**config.mk**
```make
export PLATFORM = sky130hd
export DESIGN_NAME = key_input_flat
export DESIGN_NICKNAME = d
export VERILOG_FILES = /design/src/rtl/key_input_if.sv /design/src/rtl/key_input.sv /design/src/flat_wrapper.sv
export SDC_FILE = /design/constraint.sdc
export NUM_CORES = 1
export LEC_CHECK = 0
export CORE_MARGIN = 5
export CORE_UTILIZATION = 61
export CTS_BUF_LIST = sky130_fd_sc_hd__clkbuf_8
export CTS_CLUSTER_DIAMETER = 60
export DETAILED_ROUTE_END_ITERATION = 7
export PLACE_DENSITY = 0.78
export SLEW_MARGIN = 20
export SYNTH_ARGS = -nofsm -noshare
export SYNTH_HDL_FRONTEND = slang
export SYNTH_SLANG_ARGS = --single-unit
export TNS_END_PERCENT = 10
```
**constraint.sdc**
```tcl
create_clock -name clk -period 2.1 [get_ports clk]
set_clock_uncertainty 0.05 [all_clocks]
set_input_delay 0.315 -clock clk [delete_from_list [all_inputs] [get_ports clk]]
set_output_delay 0.315 -clock clk [all_outputs]
set_load 0.01 [all_outputs]
```
**src/rtl/key_input_if.sv**
```systemverilog
// rtl/key_input_if.sv - key pin / core-side signal bundle for key_input
interface key_input_if;
  logic [3:0] key_n;
  logic [3:0] ack;
  logic [3:0] pressed;
  logic [3:0] press_pulse;
  logic [3:0] events;

  // Core / board side: drives pins and acknowledges, reads key state
  modport master (
    output key_n,
    output ack,
    input  pressed,
    input  press_pulse,
    input  events
  );

  // Debouncer side
  modport slave (
    input  key_n,
    input  ack,
    output pressed,
    output press_pulse,
    output events
  );
endinterface

```
**src/rtl/key_input.sv**
```systemverilog
// rtl/key_input.sv - four-key debouncer with press pulses, sticky events and optional auto-repeat (KEY_AUTOREPEAT_EN)
module key_input #(
  parameter int DEBOUNCE_CYCLES = 50000,
  parameter int REPEAT_DELAY    = 25000000,
  parameter int REPEAT_PERIOD   = 5000000
) (
  input  logic        clk,
  input  logic        rst_n,
  key_input_if.slave  bus
);

  localparam int CW = $clog2(DEBOUNCE_CYCLES);
  localparam logic [CW-1:0] CNT_LAST = CW'(DEBOUNCE_CYCLES - 1);

  logic [3:0]    sync1;
  logic [3:0]    sync2;
  logic [3:0]    sample;
  logic [3:0]    pressed;
  logic [3:0]    pulse;
  logic [3:0]    events;
  logic [3:0]    differ;
  logic [3:0]    accept;
  logic [3:0]    rep_fire;
  logic [CW-1:0] cnt [4];

  // Two-flop synchronizer; resets to the released (high) pin level
  always_ff @(posedge clk or negedge rst_n) begin
    if (!rst_n) begin
      sync1 <= 4'hF;
      sync2 <= 4'hF;
    end else begin
      sync1 <= bus.key_n;
      sync2 <= sync1;
    end
  end

  assign sample = ~sync2;

  // A level change is accepted once the differing sample has been seen for the full window
  always_comb begin
    differ = sample ^ pressed;
    accept = 4'h0;
    for (int i = 0; i < 4; i++) begin
      accept[i] = differ[i] && (cnt[i] == CNT_LAST);
    end
  end

  // Per-key debounce counters: any sample matching the current level restarts the count
  always_ff @(posedge clk or negedge rst_n) begin
    if (!rst_n) begin
      for (int i = 0; i < 4; i++) cnt[i] <= '0;
    end else begin
      for (int i = 0; i < 4; i++) begin
        if (!differ[i] || accept[i]) cnt[i] <= '0;
        else                         cnt[i] <= cnt[i] + 1'b1;
      end
    end
  end

`ifdef KEY_AUTOREPEAT_EN
  localparam int HOLD_MAX = (REPEAT_DELAY > REPEAT_PERIOD) ? REPEAT_DELAY : REPEAT_PERIOD;
  localparam int HW       = $clog2(HOLD_MAX + 1);
  localparam logic [HW-1:0] DELAY_LAST  = HW'(REPEAT_DELAY - 1);
  localparam logic [HW-1:0] PERIOD_LAST = HW'(REPEAT_PERIOD - 1);

  logic [HW-1:0] hold [4];
  logic [3:0]    repeating;

  // A repeat fires while the key stays held; the first interval is the delay, later ones the period
  always_comb begin
    rep_fire = 4'h0;
    for (int i = 0; i < 4; i++) begin
      rep_fire[i] = pressed[i] && !accept[i] &&
                    (hold[i] == (repeating[i] ? PERIOD_LAST : DELAY_LAST));
    end
  end

  // Hold counters run only while a key is held; release stops any further repeats
  always_ff @(posedge clk or negedge rst_n) begin
    if (!rst_n) begin
      for (int i = 0; i < 4; i++) hold[i] <= '0;
      repeating <= 4'h0;
    end else begin
      for (int i = 0; i < 4; i++) begin
        if (!pressed[i] || accept[i]) begin
          hold[i]      <= '0;
          repeating[i] <= 1'b0;
        end else if (rep_fire[i]) begin
          hold[i]      <= '0;
          repeating[i] <= 1'b1;
        end else begin
          hold[i]      <= hold[i] + 1'b1;
        end
      end
    end
  end
`else
  assign rep_fire = 4'h0;
`endif

  // Debounced level, press strobe (registered alongside the level) and sticky events where set beats ack
  always_ff @(posedge clk or negedge rst_n) begin
    if (!rst_n) begin
      pressed <= 4'h0;
      pulse   <= 4'h0;
      events  <= 4'h0;
    end else begin
      pressed <= pressed ^ accept;
      pulse   <= (accept & sample) | rep_fire;
      events  <= (events & ~bus.ack) | pulse;
    end
  end

  assign bus.pressed     = pressed;
  assign bus.press_pulse = pulse;
  assign bus.events      = events;

endmodule

```
**src/flat_wrapper.sv**
```systemverilog
// flat-port wrapper written by rule: the top's interface ports become plain ports
module key_input_flat 
#(
  parameter int DEBOUNCE_CYCLES = 50000,
  parameter int REPEAT_DELAY    = 25000000,
  parameter int REPEAT_PERIOD   = 5000000
)
  (clk, rst_n, bus_key_n, bus_ack, bus_pressed, bus_press_pulse, bus_events);
  key_input_if bus_i ();
  input  logic clk;
  input  logic rst_n;
  input wire logic [$bits(bus_i.key_n)-1:0] bus_key_n;
  input wire logic [$bits(bus_i.ack)-1:0] bus_ack;
  output wire logic [$bits(bus_i.pressed)-1:0] bus_pressed;
  output wire logic [$bits(bus_i.press_pulse)-1:0] bus_press_pulse;
  output wire logic [$bits(bus_i.events)-1:0] bus_events;
  assign bus_i.key_n = bus_key_n;
  assign bus_i.ack = bus_ack;
  assign bus_pressed = bus_i.pressed;
  assign bus_press_pulse = bus_i.press_pulse;
  assign bus_events = bus_i.events;
  key_input #(.DEBOUNCE_CYCLES(DEBOUNCE_CYCLES), .REPEAT_DELAY(REPEAT_DELAY), .REPEAT_PERIOD(REPEAT_PERIOD)) u_core (.clk(clk), .rst_n(rst_n), .bus(bus_i));
endmodule
```
# Word level (Yosys, flattened, before mapping)
# Cells that the tools add are included.
# W data, S select, Z words.
[classes]
n_div = 0
n_bitwise = 7
n_shift = 0
reduce_logical = 12
eq_ne = 4
n_addsub = 4
mux = 4
order_cmp = 0
mul = 0
[op_table]
columns = ["operator", "n"]
rows = [
  ["$add A16 B1 Y16 const B", 4],
  ["$eq A16 B16 Y1 const B", 4],
  ["$mux W16", 4],
  ["$and A4 B4 Y4", 2],
  ["$not A4 Y4", 2],
  ["$xor A4 B4 Y4", 2],
  ["$logic_and A1 B1 Y1", 4],
  ["$logic_not A1 Y1", 4],
  ["$logic_or A1 B1 Y1", 4],
  ["$or A4 B4 Y4", 1],
]
[word_totals]
wordCells = 40
latch_bits = 0
input_bits = 10
ram_bits = 0
ff_bits = 84
mem_count = 0
romBits = 0
out_inout_bits = 12

# Logic depth before layout (Yosys ltp)
[logic_depth]
ltp_word = 5
ltp_mapped = 6
mapped_depth_nobuf = 5

# Worst setup path after synthesis
# Ideal clock, no wire load.
[synth_timing]
path_type = "flip-flop to flip-flop"
start = "register u_core.cnt[48] (netlist name)"
end = "register u_core.cnt[54] (netlist name)"
stages_incl_launch_ff = 7
path_slack_ns = 0.504
t_arrival_ns = 1.425
t_required_ns = 1.929
synth_period_minus_slack_ns = 1.596
n_path_buf = 1
setup_ns = 0.121
cell_sequence = "dfrtp_1 ha_1 nand3_1 nand4b_1 nand2_1 buf_2 nor2_1"
[synth_between]
elab_chain_cells = 4
word_cells_on_any_way = 5
cone_classes = "add/sub (1); eq/ne (1); mux (1); reduce/logical (2)"
[synth_rtl]
columns = ["item", "line_no", "rtl"]
rows = [
  ["from (decl)", "key_input.sv:24", "logic [CW-1:0] cnt [4];"],
  ["from (signal, indexed assignment)", "key_input.sv:55", "else cnt[i] <= cnt[i] + 1'b1;"],
  ["branches (longest 3 deep; another with $add A16 B1 Y16)", "-", ""],
  ["$mux W16 (*)", "key_input.sv:54", "if (!differ[i] || accept[i]) cnt[i] <= '0;"],
]
# Mark *: on every way between the ends.

# Worst setup path in the final report
[layout_timing]
start = "register u_core.cnt[16] (netlist name)"
end = "register u_core.cnt[31] (netlist name)"
# The elaborated chain is that of the path after synthesis.

==> summary.md <==
| Metric | Value |
|---|---|
| DR vias/cell | 5.68 |
| Worst min-delay path category | reg2reg |
| Max Cap Viol | 0 |
| Antenna Diode Count | 0 |
| Vias | 2715 |
| Initial Util | 63.3% |
| Post-Place Worst Slack | 0.198 ns |
| Net Sw Power | 0.000663 W |
| Final RePlAce weighted congestion | 0.839 |
| Final slew viol count | 0 |
| Clk buf depth | 2 |
| Gate power share | 3.6% |
| # clock sinks | 84 |
| RSZ-0062 raised after global routing | no |
| Util after Layout | 72.2% |
| Overflow after GRT | 0 |
| Top area cells in the synthesized netlist | dfrtp_1 (50%), xnor2_1 (12%), nor2_1 (7.2%) |
| Met3 GRT Util | 3.54% |
| First drt pass iteration count | 4 |
| Critical path arrival | 1.97 ns |
| Number of setup violations in the final report | 0 |
| Final critical-path share of the clock period | 85.9% |
| DRC | 0 |
| Worst-path maximum fanout | 15 |
| Most frequent cells in the layout | dfrtp_1 (76), nor2_1 (73), xnor2_1 (51) |
| Ys flop type | dfrtp_1 |
| Worst EP required | 2.27 ns |
| Post-synth EDFFs | 0 |
| Final worst setup slack | 0.296 ns |
| Die area | 0.00789 mm2 |
| Root cell of the clock tree | clkbuf_8 |
| Largest net degree at the start of global routing | 55 |
| Most used routing layer | met2 |
| Total Routing Usage GR | 19.7% |
| CTS tree | built |
| Ys async rst share | 100% |
| Port bufs | 21 |
| Die height | 88.8 um |
| Die width | 88.8 um |
| Power Dens Cells | 698 mW/mm2 |
| Ports | 22 |
| Peak Freq | 0.554 GHz |
| Switching share of power | 21.9% |
| H-tree depth | 3 |
| CP startpoint kind | register |
| Crit path time final | 1.80 ns |
| Core area | 0.00599 mm2 |
| Area delta synth->final | 14.2% |
| DR iter-0 viols | 88 |
| Area share of the largest cell type after synthesis | 50.2% |
| Pleak | 1.76 nW |
| DPL Wire Length | 4550 um |
| Unique masters post-synth | 30 |
| P_int | 0.00236 W |
| M1 GR Usage | 26.0% |
| Ys Warns | 0 |
| Critical path class | reg2reg |
| TNS Setup | 0 ns |
| Crit path capture type | register |
| Post-route ant nets | 0 |
| Flip-flop and latch count after synthesis | 84 |
| CTS Buf Count | 9 |
| Most common cell after layout, fill and taps aside | dfrtp_1 |
| Worst ir drop on vdd | 444 uV |
| Tightest Pin Transition | 0.506 ns |
| Worst slew margin | 66.2% |
| Final Net Count | 412 |
| Clock power share | 41.0% |
| Mapped Cells | 368 |
| Std-Cell Rows | 28 |
| Vias in the first global route | 2662 |
| Seq/Total Area, Yosys | 55.7% |
| Final WL | 6690 um |
| Status | completed |
| Mapped Area | 0.00379 mm2 |
| Dominant cell type by area after synthesis | dfrtp_1 |
| Clock Latency Late Sink | 0.36 ns |
| WL per Instance | 14.0 um |
| Share of cells above drive strength 1 | 7.20% |
| Clk slew on worst S/H paths | 0.08 ns |
| Met2 GRT Util | 31.3% |
| Synth Area per Inst | 10.3 um2 |
| First-pass GRT wire length | 11900 um |
| Hold Vio Cnt, Final | 0 |
| Total nets after synthesis | 382 |
| Post-CTS Setup Inserts | 0 |
| Sequential share of power | 55.4% |
| Initial antenna violation count | 0 |
## critical path, cell delays in order (launching register included)
cell      delay (ns)
dfrtp_1         0.40
ha_1            0.20
nand3_1         0.17
nand4b_1        0.30
nand2_1         0.45
nor2_1          0.10
## final cells by class
type	count	area, um2
clock buffer	9	124
inverter	15	56.3
sequential	84	2110
multi-input combinational	263	1600
clock inverter	7	93.8
fill	437	1660
tap	75	93.8
timing repair buffer	25	253
## flip-flops by register name, indices dropped and copies added, names as in the netlist, named ones only
| signal | cells |
|---|---|
| u_core.bus.events | 4 |
| u_core.sync2 | 4 |
| u_core.sync1 | 4 |
| u_core.bus.press_pulse | 4 |
| u_core.cnt | 64 |
## repair_timing
action / in CTS / in global routing
hold buffers: 1 / 0
endpoints found under the setup margin: 0 / 1
endpoints found under the hold margin: 28 / 0
gates resized for setup: 0 / 1
## power groups by stage
stage                     combinational [W]  clock (W)  sequential, W
after global routing               0.000127    0.00133        0.00168
after global placement             0.000107          0        0.00170
final                              0.000109    0.00124        0.00167
after detailed placement           0.000110          0        0.00171
after CTS                          0.000113    0.00127        0.00167
after floorplan                   0.0000459          0        0.00170
## routing by layer
layer,share of wire [%],wire length [um]
met1,45,3020
met2,49,3260
met3,4.2,284
met4,1.9,127
met5,0,0
## synthesized netlist by cell type (all sizes together), types with 5 or more instances
cell type  count
o21ai          6
nor2          73
dfstp          8
xnor2         51
nand2         18
buf            5
and3           7
nor4bb         7
xor2           8
nand3         21
nor3          17
nand4         18
inv           15
nor4          15
dfrtp         76
## kinds of logic (layout without fill, tap and decap cells)
kind of cell / Yosys count / after routing / share of synthesized area, %
buffers and inverters: 21 / 56 / 2.24
AOI/OAI and AO/OA: 12 / 12 / 2.01
and+or+nand+nor: 188 / 188 / 25.1
DFF: 84 / 84 / 55.7
xor gates and xnor gates: 59 / 59 / 13.6
adders and majority gates: 4 / 4 / 1.32
## per-stage QoR
step	instance area [um2]	hold WS, ns	instances	total power (W)
2_1_floorplan	3790	-0.0306	368	0.00175
3_3_place_gp	4100	0.214	461	0.00181
3_5_place_dp	4100	0.221	461	0.00181
4_1_cts	4330	0.302	478	0.00306
5_1_grt	4330	0.309	478	0.00314
6_report	4330	0.307	478	0.00302
## final timing paths
check / start / to / slack [ns] / cells past startpoint
worst max-delay path: u_core.cnt[16] / u_core.cnt[31] / 0.30 / 5
worst min register to register: u_core.sync1[1] / u_core.sync2[1] / 0.31 / 0
worst max register to register: u_core.cnt[16] / u_core.cnt[31] / 0.30 / 5
min in group asynchronous: rst_n / u_core.cnt[42] / 0.37 / 2
max in group asynchronous: rst_n / u_core.sync2[3] / 0.98 / 3
worst min-delay path: u_core.sync1[1] / u_core.sync2[1] / 0.31 / 0
Note: power is estimated with default switching activity, not from simulation.
==> RTL change 1: new RTL, same settings <==
`DEBOUNCE_CYCLES` is set to 50000 in 2 places; all go to 12500.
--- a/src/rtl/key_input.sv
+++ b/src/rtl/key_input.sv
@@ -1,6 +1,6 @@
 // rtl/key_input.sv - four-key debouncer with press pulses, sticky events and optional auto-repeat (KEY_AUTOREPEAT_EN)
 module key_input #(
-  parameter int DEBOUNCE_CYCLES = 50000,
+  parameter int DEBOUNCE_CYCLES = 12500,
   parameter int REPEAT_DELAY    = 25000000,
   parameter int REPEAT_PERIOD   = 5000000
 ) (
--- a/src/flat_wrapper.sv
+++ b/src/flat_wrapper.sv
@@ -1,7 +1,7 @@
 // flat-port wrapper written by rule: the top's interface ports become plain ports
 module key_input_flat 
 #(
-  parameter int DEBOUNCE_CYCLES = 50000,
+  parameter int DEBOUNCE_CYCLES = 12500,
   parameter int REPEAT_DELAY    = 25000000,
   parameter int REPEAT_PERIOD   = 5000000
 )
Formal check against the unedited RTL: same outputs for any inputs over 10 cycles, from zero or initial values and one cycle with rst_n low; that may be too few to reach the edited logic, so the function may still have changed.
==> RTL change 1 against the unedited design <==
Total power is 8.1% lower; final area is 8.4% lower; wire length is 9.1% lower; area after synthesis is 8.9% lower; worst setup slack worse by 0.12 ns; sequential cell count is 8 lower.
==> RTL change 1: results (changes against the unedited design) <==
worst stage delay on the critical path 0.57 ns (was 0.45 ns); Net Count, Synth 343 (was 382); Worst-Margin Slew 0.478 ns (was 0.506 ns); unique cell type count in the Yosys netlist 30 (unchanged); first-pass GRT wire length 10900 um (was 11900 um); placer congestion estimate 0.855 (was 0.839); average routed wire per standard cell 14.0 um (about the same); vias in the first global route 2399 (was 2662); setup slack, reg-to-reg 0.17 ns (was 0.30 ns); Seq/Total Area, Yosys 55.4% (was 55.7%); critical path arrival 2.11 ns (was 1.97 ns); GR Util met3 6.02% (was 3.54%); mux share of post-synthesis cell area 0% (unchanged); reg2reg start u_core.cnt[39] (was u_core.cnt[16]); DRT iter0 DRCs 113 (was 88); post-synthesis compound-gate area fraction 1.45% (was 2.01%); R2R depth 4 (was 5); grt met1 use 24.9% (was 26.0%); Layout fillers 385 (was 437); PortBufs 21 (unchanged); Max IR drop VDD 0.000623 V (was 0.000444 V); Synth area leaders dfrtp_1 49%, xnor2_1 8.9%, nor2_1 6.5% (was dfrtp_1 50%, xnor2_1 12%, nor2_1 7.2%); layout cells sized above 1 10.2% (was 7.20%); Synth top cells by count 68 x dfrtp_1, 60 x nor2_1, 35 x xnor2_1 (was 76 x dfrtp_1, 73 x nor2_1, 51 x xnor2_1); met2 Track Usage GR 29.2% (was 31.3%); nets 376 (was 412); Slowest cell on crit path or4_4 (was nand2_1); pin count of the biggest net entering global routing 40 (was 55); Leakage 1.72 nW (was 1.76 nW); status completed (unchanged); Root Buffer clkbuf_8 (unchanged); Worst Hold Path EP u_core.sync2[0] (was u_core.sync2[1]); Post-Synth Adder-Cell Area 2.90% (was 1.32%); vias per inst 5.44 (was 5.68); Synth Area in XOR/XNOR 13.2% (was 13.6%); max reg flops 56 (was 64); CTS buffer count 9 (unchanged); Critical R2R Capture u_core.cnt[34] (was u_core.cnt[31]); CTS max path bufs 2 (unchanged); All-Layer GR Usage 18.8% (was 19.7%); crit-path max FO 13 (was 15); DP Area 3750 um2 (was 4100 um2); HPWL after DPL 4090 um (was 4550 um)
[RTL change 1: cell count changes in the layout (fill, tap and decap cells not counted), sizes merged, moves of 4 or more]
cell,change
ha,+4
nor4b,-4
inv,-9
or4,+5
nor4,-6
nand2,+5
nor4bb,-7
nor2,-13
xnor2,-16
xor2,+9
dfrtp,-8
[RTL change 1: repair_timing]
action / CTS / global route
hold buffers: 1 / 0
endpoints found under the setup margin: 0 / 1
gates resized for setup: 0 / 1
hold endpoints to repair: 34 / 0
[RTL change 1: cell type report]
class	instances	area [um2]	share of cell area (%)
clock buffer	11	151	3.82
clock inverter	5	50.0	1.26
inverter	8	30.0	0.757
multi-input combinational	237	1470	37.1
sequential	76	1910	48.2
tap	72	90.1	2.27
timing repair buffer	26	260	6.56
[RTL change 1: worst max-delay path by stage]
stage | startpoint | to
4_1_cts | u_core.cnt[39] | u_core.cnt[30]
3_5_place_dp | u_core.cnt[39] | u_core.cnt[30]
5_1_grt | u_core.cnt[16] | u_core.bus.press_pulse[2]
6_report | u_core.cnt[39] | u_core.cnt[34]
2_1_floorplan | u_core.cnt[16] | u_core.cnt[26]
3_3_place_gp | u_core.cnt[39] | u_core.cnt[41]
[RTL change 1: layer usage]
| layer | up-vias | wire (um) | part of all wire [%] |
|---|---|---|---|
| met5 | - | 0 | 0 |
| met4 | 0 | 100 | 1.6 |
| met3 | 11 | 264 | 4.3 |
| met2 | 46 | 2780 | 46 |
| met1 | 1137 | 2940 | 48 |
| li1 | 1172 | - | - |
[RTL change 1: cells by family after synthesis]
| group | count (synthesis) |
|---|---|
| compound gates | 8 |
| xor+xnor | 52 |
| fa+ha+maj | 8 |
| buf+inv | 12 |
| flops | 76 |
| simple gates | 169 |
[RTL change 1: metrics by stage]
stage               power, W  cells  util [%]  setup WS (ns)  hold WS (ns)
finish               0.00278    435      72.0          0.171         0.304
global route         0.00290    435      72.0         0.0664         0.292
CTS                  0.00280    435      71.9         0.0904         0.304
detailed placement   0.00168    418      68.1          0.104         0.255
global placement     0.00167    418      68.1          0.178         0.255
floorplan            0.00161    325         -          0.216       -0.0306
[RTL change 1: report_power, final]
part | internal (W) | leakage, nW | switching (W)
clock network | 0.000606 | 0.109 | 0.000521
logic | 0.0000488 | 0.583 | 0.0000715
registers | 0.00150 | 1.02 | 0.0000338
==> RTL change 2: new RTL, same flow settings <==
Without the edit above. Build with the macro `KEY_AUTOREPEAT_EN` defined.
--- a/src/rtl/key_input.sv
+++ b/src/rtl/key_input.sv
@@ -1,4 +1,6 @@
 // rtl/key_input.sv - four-key debouncer with press pulses, sticky events and optional auto-repeat (KEY_AUTOREPEAT_EN)
+`define KEY_AUTOREPEAT_EN
+
 module key_input #(
   parameter int DEBOUNCE_CYCLES = 50000,
   parameter int REPEAT_DELAY    = 25000000,
Formal check against the unedited RTL: same outputs for any inputs over 10 cycles, from zero or initial values and one cycle with rst_n low; that may be too few to reach the edited logic, so the function may still have changed.
==> RTL change 2 against the unedited design <==
Final cell count increased to 2.7 times the old value; largest power group unchanged; fmax decreased by 13%; final area increased to 2.6 times the old value; sequential cell count increased by 104; sequential power increased by 120%; total power increased by 100%; first-iteration DRC count increased to 7.1 times the old value; worst setup slack got worse by 0.26 ns; wire length increased to 3.0 times the old value; clock power increased by 80%; critical path type unchanged; highest routed layer unchanged; area after synthesis increased to 2.5 times the old value; count of clock-buffer cells in the layout increased by 13.
==> RTL change 2: results (changes against the unedited design) <==
status completed (unchanged); reg2reg start u_core.hold[0] (was u_core.cnt[16]); relative slew slack 65.7% (was 66.2%); Multi-Input Combinational 699 (was 263); nets 1068 (was 412); pin count of the biggest net entering global routing 61 (was 55); setup slack, reg-to-reg 0.03 ns (was 0.30 ns); Sw Ratio 23.0% (was 21.9%); number of non-clock inverters 33 (was 15); Cells on Worst Hold Path 1 (was 0); Layout fillers 1154 (was 437); CP Launch Point u_core.hold[0] (was u_core.cnt[16]); pre-CTS WS -0.0449 ns (was 0.198 ns); Slowest cell on crit path or4_4 (was nand2_1); H-tree depth 4 (was 3); DRT iter0 DRCs 624 (was 88); layout clock buffer count 22 (was 9); pwr dens 548 nW/um2 (was 698 nW/um2); HPWL after DPL 13200 um (was 4550 um); critical path arrival 2.40 ns (was 1.97 ns); clock latency at the later pin of the worst-skew pair 0.47 ns (was 0.36 ns); layout cells sized above 1 15.4% (was 7.20%); Max IR drop VDD 0.000476 V (was 0.000444 V); first-pass GRT wire length 34300 um (was 11900 um); Layout area overhead 15.9% (was 14.2%); worst stage delay on the critical path 0.61 ns (was 0.45 ns); fin cells 1269 (was 478); Net Count, Synth 976 (was 382); Seq/Total Area, Yosys 49.2% (was 55.7%); vias per inst 6.09 (was 5.68); min-delay worst type input port to register (was register to register); FF/Latch Area 4720 um2 (was 2110 um2); Synth Area per Inst 10.0 um2 (was 10.3 um2); Critical R2R Capture u_core.hold[22] (was u_core.cnt[31]); vias in the first global route 7370 (was 2662); unique cell type count in the Yosys netlist 53 (was 30); average routed wire per standard cell 15.7 um (was 14.0 um); sequential power share 60.4% (was 55.4%); hold path startpoint bus_key_n[0] (was u_core.sync1[1]); Non-clk bufs 107 (was 25); All-Layer GR Usage 22.6% (was 19.7%); clock network power share 36.7% (was 41.0%); Pre-antenna DRT Iters 8 (was 4); Post-Place Cells 1231 (was 461); Synth area leaders dfrtp_1 47%, xnor2_1 5.1%, nand4_1 3.6% (was dfrtp_1 50%, xnor2_1 12%, nor2_1 7.2%)
## RTL change 2: changes by cell type after synthesis, sizes merged, moves of 34 or more
cell and change:
dfrtp +104, nand3 +34, nand4 +39, a211oi +47, or3 +39, nor3 +49
## RTL change 2: cell families (layout without fill, tap and decap cells)
group	Yosys count	after routing	share of synthesized area (%)
simple gates	459	460	27.5
fa+ha+maj	12	12	1.57
xor+xnor	95	95	8.69
flops	188	188	49.2
buf+inv	68	171	3.18
compound gates	132	132	9.81
## RTL change 2: metal layers
layer,track usage (%),vias up,share of wire [%]
li1,-,3735,-
met1,31.8,3812,47
met2,36.6,147,49
met3,4.09,28,3.2
met4,5.99,0,1.2
met5,0,-,0
## RTL change 2: repair_timing
item | in CTS | in global routing
cloned | 0 | 2
hold endpoints to repair | 57 | 0
resized for setup | 2 | 16
setup endpoints to repair | 4 | 89
hold buffers | 1 | 0
pin swaps | 0 | 7
buffers inserted | 0 | 4
